## src/rtl/keypad_pkg.sv

```systemverilog
`default_nettype none
// ============================================================================
// Module      : keypad_pkg
// Description : Shared geometry, key indexing and column-state encoding for
//               the 4x3 matrix keypad scanner.
// Revision    : 1.0 - initial release
// ============================================================================
package keypad_pkg;

  localparam int NUM_ROWS = 4;
  localparam int NUM_COLS = 3;
  localparam int NUM_KEYS = NUM_ROWS * NUM_COLS;

  // One state per driven column; COL2 wraps back to COL0.
  typedef enum logic [1:0] {
    COL0 = 2'd0,
    COL1 = 2'd1,
    COL2 = 2'd2
  } col_state_e;

  // Flat key number used for the keystroke/key_press bit positions.
  function automatic int key_index(input int row, input int col);
    return row * NUM_COLS + col;
  endfunction

  // Active-low column drive pattern for a given column state.
  function automatic logic [NUM_COLS-1:0] col_drive(input col_state_e state);
    logic [NUM_COLS-1:0] drive;
    drive = 3'b110;
    case (state)
      COL0:    drive = 3'b110;
      COL1:    drive = 3'b101;
      COL2:    drive = 3'b011;
      default: drive = 3'b110;
    endcase
    return drive;
  endfunction

endpackage
`default_nettype wire

```

## src/rtl/key_debounce.sv

```systemverilog
`default_nettype none
// ============================================================================
// Module      : key_debounce
// Description : Debounce for a single key. The debounced level flips only
//               after DEBOUNCE_SCANS consecutive samples disagree with it; a
//               single agreeing sample restarts the count. A 0->1 flip
//               produces a one-cycle press pulse.
// Ports       : clk_raw   - clock
//               rst_n     - asynchronous active-low reset
//               sample_en - one-cycle strobe: raw is valid for this key
//               raw       - sampled key state, 1 = pressed
//               level     - debounced key level, 1 = pressed
//               press     - one-cycle pulse on debounced 0->1
// Revision    : 1.0 - initial release
// ============================================================================
module key_debounce #(
  parameter int DEBOUNCE_SCANS = 4
) (
  input  logic clk_raw,
  input  logic rst_n,
  input  logic sample_en,
  input  logic raw,
  output logic level,
  output logic press
);

  localparam int                 c_cnt_w    = $clog2(DEBOUNCE_SCANS + 1);
  // Flip happens on the sample that would bring the count to DEBOUNCE_SCANS,
  // so the counter itself never needs to hold that value.
  localparam logic [c_cnt_w-1:0] c_cnt_last = c_cnt_w'(DEBOUNCE_SCANS - 1);

  logic [c_cnt_w-1:0] cnt_q, cnt_d;
  logic               level_q, level_d;
  logic               press_q, press_d;

  always_comb begin
    cnt_d   = cnt_q;
    level_d = level_q;
    press_d = 1'b0;
    if (sample_en) begin
      if (raw == level_q) begin
        cnt_d = '0;
      end else if (cnt_q == c_cnt_last) begin
        level_d = ~level_q;
        cnt_d   = '0;
        // raw differs from the old level, so raw=1 means a 0->1 flip
        press_d = raw;
      end else begin
        cnt_d = cnt_q + c_cnt_w'(1);
      end
    end
  end

  always_ff @(posedge clk_raw or negedge rst_n) begin
    if (!rst_n) begin
      cnt_q   <= '0;
      level_q <= 1'b0;
      press_q <= 1'b0;
    end else begin
      cnt_q   <= cnt_d;
      level_q <= level_d;
      press_q <= press_d;
    end
  end

  assign level = level_q;
  assign press = press_q;

endmodule
`default_nettype wire

```

## src/rtl/keypad_scanner.sv

```systemverilog
`default_nettype none
// ============================================================================
// Module      : keypad_scanner
// Description : Scans a 4x3 active-low matrix keypad one column per scan
//               tick, synchronises the rows and debounces each key.
// Ports       : clk_raw   - clock, all state on rising edge
//               rst_n     - asynchronous active-low reset
//               row_n     - keypad rows, active-low, asynchronous
//               col_n     - column drive, active-low, one bit low
//               keystroke - debounced key levels, bit = row*3 + col
//               key_press - one-cycle pulse per key on debounced press
// Revision    : 1.0 - initial release
// ============================================================================
module keypad_scanner
  import keypad_pkg::*;
#(
  parameter int CLK_DIV        = 50000,
  parameter int DEBOUNCE_SCANS = 4
) (
  input  logic                clk_raw,
  input  logic                rst_n,
  input  logic [NUM_ROWS-1:0] row_n,
  output logic [NUM_COLS-1:0] col_n,
  output logic [NUM_KEYS-1:0] keystroke,
  output logic [NUM_KEYS-1:0] key_press
);

  localparam int                 c_div_w   = $clog2(CLK_DIV);
  localparam logic [c_div_w-1:0] c_div_max = c_div_w'(CLK_DIV - 1);

  // --------------------------------------------------------------------------
  // Row synchroniser (resets to idle / no key)
  // --------------------------------------------------------------------------
  logic [NUM_ROWS-1:0] sync1_q, sync1_d;
  logic [NUM_ROWS-1:0] sync2_q, sync2_d;

  always_comb begin
    sync1_d = row_n;
    sync2_d = sync1_q;
  end

  always_ff @(posedge clk_raw or negedge rst_n) begin
    if (!rst_n) begin
      sync1_q <= '1;
      sync2_q <= '1;
    end else begin
      sync1_q <= sync1_d;
      sync2_q <= sync2_d;
    end
  end

  // --------------------------------------------------------------------------
  // Scan-tick divider
  // --------------------------------------------------------------------------
  logic [c_div_w-1:0] div_q, div_d;
  logic               w_tick;

  assign w_tick = (div_q == c_div_max);

  always_comb begin
    div_d = w_tick ? '0 : div_q + c_div_w'(1);
  end

  always_ff @(posedge clk_raw or negedge rst_n) begin
    if (!rst_n) begin
      div_q <= '0;
    end else begin
      div_q <= div_d;
    end
  end

  // --------------------------------------------------------------------------
  // Column FSM. col_n is registered from the next state so the pins change
  // cleanly on the tick edge rather than through decode logic.
  // --------------------------------------------------------------------------
  col_state_e          col_state_q, col_state_d;
  logic [NUM_COLS-1:0] col_n_q, col_n_d;

  always_comb begin
    col_state_d = col_state_q;
    if (w_tick) begin
      case (col_state_q)
        COL0:    col_state_d = COL1;
        COL1:    col_state_d = COL2;
        COL2:    col_state_d = COL0;
        default: col_state_d = COL0;
      endcase
    end
    col_n_d = col_drive(col_state_d);
  end

  always_ff @(posedge clk_raw or negedge rst_n) begin
    if (!rst_n) begin
      col_state_q <= COL0;
      col_n_q     <= 3'b110;
    end else begin
      col_state_q <= col_state_d;
      col_n_q     <= col_n_d;
    end
  end

  assign col_n = col_n_q;

  // --------------------------------------------------------------------------
  // Sample-enable decode and per-key debounce. The sample taken on a tick
  // belongs to the column driven during the dwell that the tick ends.
  // --------------------------------------------------------------------------
  logic [NUM_KEYS-1:0] w_sample_en;
  logic [NUM_KEYS-1:0] w_raw;

  for (genvar r = 0; r < NUM_ROWS; r++) begin : g_row
    for (genvar c = 0; c < NUM_COLS; c++) begin : g_col
      localparam int         c_k     = key_index(r, c);
      localparam col_state_e c_state = col_state_e'(c);

      assign w_sample_en[c_k] = w_tick && (col_state_q == c_state);
      assign w_raw[c_k]       = ~sync2_q[r];

      key_debounce #(
        .DEBOUNCE_SCANS (DEBOUNCE_SCANS)
      ) u_key_debounce (
        .clk_raw   (clk_raw),
        .rst_n     (rst_n),
        .sample_en (w_sample_en[c_k]),
        .raw       (w_raw[c_k]),
        .level     (keystroke[c_k]),
        .press     (key_press[c_k])
      );
    end
  end

endmodule
`default_nettype wire
```

## config.mk

```make
export PLATFORM = sky130hd
export DESIGN_NAME = keypad_scanner
export DESIGN_NICKNAME = d
export VERILOG_FILES = /design/src/rtl/keypad_pkg.sv /design/src/rtl/key_debounce.sv /design/src/rtl/keypad_scanner.sv
export SDC_FILE = /design/constraint.sdc
export NUM_CORES = 1
export LEC_CHECK = 0
export BUFFER_PORTS_ARGS = -buffer_cell sky130_fd_sc_hd__buf_2
export CORE_UTILIZATION = 60
export DETAILED_ROUTE_END_ITERATION = 12
export MAX_ROUTING_LAYER = met4
export PLACE_DENSITY = 0.84
export RECOVER_POWER = 100
export SYNTH_ARGS = -nofsm -noshare
export SYNTH_HDL_FRONTEND = slang
export SYNTH_HIERARCHICAL = 1
export SYNTH_SLANG_ARGS = --single-unit
```

## constraint.sdc

```tcl
create_clock -name clk_raw -period 5.2 [get_ports clk_raw]
set_input_delay 0.78 -clock clk_raw [delete_from_list [all_inputs] [get_ports clk_raw]]
set_output_delay 0.78 -clock clk_raw [all_outputs]
set_load 0.05 [all_outputs]
```

==> out/metrics.cfg <==
[power]
internal-power_uw=974
powerDensity_nw_per_um2=277
pwr-share-seq_pct=56.1
p_comb_share_pct=2.3
switching_power_uw=270
peakVddDrop_v=0.000172
swShare_pct=21.7
pwr-share-clk_pct=41.6
finalPower_uw=1240
leakage_uw=0.00204

[die]
start_util_pct=63.6
dieArea_sq_um=7260
fp.coreArea_sq_um=6530
rows=29
die_x_microns=85.2
ioPinCount=33
fp.dieH_microns=85.2

[grt]
grt_pass1_vias=2697
grt_pass1_wl_microns=12100
grt_max_degree=90
track_usage_pct=22.5
antenna_found_initial=0
grt_remaining_overflow=0

[placement]
placed_area_sq_um=4420
dp.final_hpwl_microns=4730
gp_congestion=0.737
dpl_worst_slack_ns=2.48
io_buffers=32

[timing]
finalCritPeriodShare_pct=70.3
finalHoldViolations=0
worstMarginPinSlew_ns=2.08
fmax_mhz=274
finalSetupTns_ns=0
maxSlewHeadroom_pct=-39.0
rsz0062_at_grt=false
post-route-worst-setup-slack_ns=1.55
fin_skew_ns=0.00685
finalMaxSlewViolations=90
fin_crit_ns=3.65
finalSetupViolations=0

[setup_path]
slowest_delay_ns=1.23
required_ns=5.44
slowest_stage=nor3b_1
worstPathMaxFanout=14
path_class=reg -> reg
crit_chain=ha_1, and3_1, nand4_1, nor3b_1, clkbuf_1, nand3b_2, mux2_1
crit_path_end_kind=flop
crit_path_start_kind=flop
crit_arrival_ns=3.90

[outcome]
status=complete, but fails checks
violations=capacitance limit, slew limit

[detailed_routing]
drtIter0Drc=107
drt-total-wl_microns=6890
first_pass_iters=4
viasPerCell=5.58
ant_nets=0
dr_total_vias=2595
route.detailed.drc=0
wl_per_cell_microns=14.8

[yosys]
syn_inst=339
synth.yosys.warnings=6
synth_area_per_cell_sq_um=12.2
synth_fp_nets=358
syn-cell-area_sq_um=4150
synth-seq-cells=89
async_flop_share_pct=100
synth_seq_area_share_pct=53.9
synthFlopType=dfrtp_1
synth_edf_count=0
ys_types=37

[cts]
cts.clk_slew.worst_paths_ns=0.08
post_cts_resized=0
htree_levels=3
clock_path_buffers=2
postCtsSetupBuffers=0
cts_tree=done
cts_inserted_buffers=9
clk_latency_ns=0.36
root_buffer=clkbuf_8
clock_sinks=89
cts_hold_buf=0

[layout]
fin_nets=402
postLayoutCellArea_sq_um=4500
nFillCells=527
area_growth_pct=8.29
drive_gt1_share_pct=13.9
num_antenna_cells=0

[worst_hold_path]
hold_path.class=reg -> reg

[run]
maxCapViolations=1

-- registers in the layout, summed over array words and instances, names as in the netlist --
signal and count:
sync2_q 4, col_n 3, g_row.g_col.u_key_debounce/level 12, div_q 16, sync1_q 4, g_row.g_col.u_key_debounce/press 12, col_state_q 2, g_row.g_col.u_key_debounce/cnt_q 36
-- cells in the mapped netlist, drive strengths merged, types with 10 or more instances --
cell type  instances  area (sq um)
dfrtp             79          1980
inv               30           113
nand2b            26           163
o22ai             24           150
xnor2             21           184
nand2             14          52.6
nor3b             14           115
ha                13           163
mux2              13           191
o31ai             13           158
and2b             12          90.1
nand3b            12           135
or2b              12          90.1
nor2              11          41.3
dfstp             10           263
-- layout make-up --
type                    instances  area, sq um  share of cell area, %
flip-flops and latches         89         2240                   49.8
multi-input cells             218         1690                   37.6
clock inverters                 7         93.8                   2.09
inverters                      30          113                   2.50
repair buffers                 35          138                   3.06
well taps                      77         96.3                   2.14
clock buffers                   9          124                   2.76
-- metal layers --
metal	wire, microns	GRT usage [%]	vias to the layer above
met2	3500	37.8	30
met5	0	-	-
li1	-	-	1253
met3	168	3.50	9
met1	3130	26.9	1303
met4	91	10.2	0
-- power by group through the flow --
stage / clock (uW) / combinational (uW) / sequential [uW]
after floorplan: 0 / 12.2 / 711
after global placement: 0 / 30.3 / 711
after detailed placement: 0 / 30.9 / 711
after CTS: 531 / 31.1 / 698
after global routing: 558 / 33.1 / 698
final: 517 / 28.7 / 698
-- path summary, 6_finish.rpt --
check / start / endpoint / depth (start not counted) / slack [ns]
worst max-delay path: div_q[0] / g_row[3].g_col[1].u_key_debounce/level / 7 / 1.55
worst min-delay path: sync1_q[0] / sync2_q[0] / 0 / 0.36
worst max register to register: div_q[0] / g_row[3].g_col[1].u_key_debounce/level / 7 / 1.55
worst min register to register: sync1_q[0] / sync2_q[0] / 0 / 0.36
max in group asynchronous: rst_n / g_row[2].g_col[0].u_key_debounce/cnt_q[1] / 1 / 2.95
min in group asynchronous: rst_n / g_row[0].g_col[1].u_key_debounce/press / 1 / 0.99
-- through the flow --
stage                     instances  hold slack (ns)  util (%)
after floorplan                 339            0.345         -
after global placement          449            0.346      67.6
after detailed placement        449            0.347      67.6
after CTS                       465            0.360      71.0
after global routing            465            0.363      68.8
final                           465            0.359      68.8
-- worst max-delay path, delay by kind of cell (launching register included) --
kind	cells	cell delay, ns
muxes	1	0.34
buffers and inverters	1	0.55
DFF	1	0.40
adders and majority gates	1	0.25
and+or+nand+nor	4	2.00
-- cell usage in the layout (no fill, tap or decap), drive strengths merged, types with 13 or more instances in the layout --
cell type and n:
dfrtp 79, clkbuf 40, inv 31, nand2b 26, o22ai 24, xnor2 21
nor3b 14, nand2 14, ha 13, mux2 13, o31ai 13
-- cells by family (layout without fill, tap and decap cells) --
family	Yosys count	after routing	synth area share [%]
buffers and inverters	32	81	3.10
multiplexers	13	13	4.61
AND/OR/NAND/NOR	125	125	21.1
XOR/XNOR	24	24	5.06
flip-flops	89	89	53.9
AO/OA/AOI/OAI	43	43	8.26
adder cells (fa/ha/maj)	13	13	3.92
(Power assumes the default switching activity.)
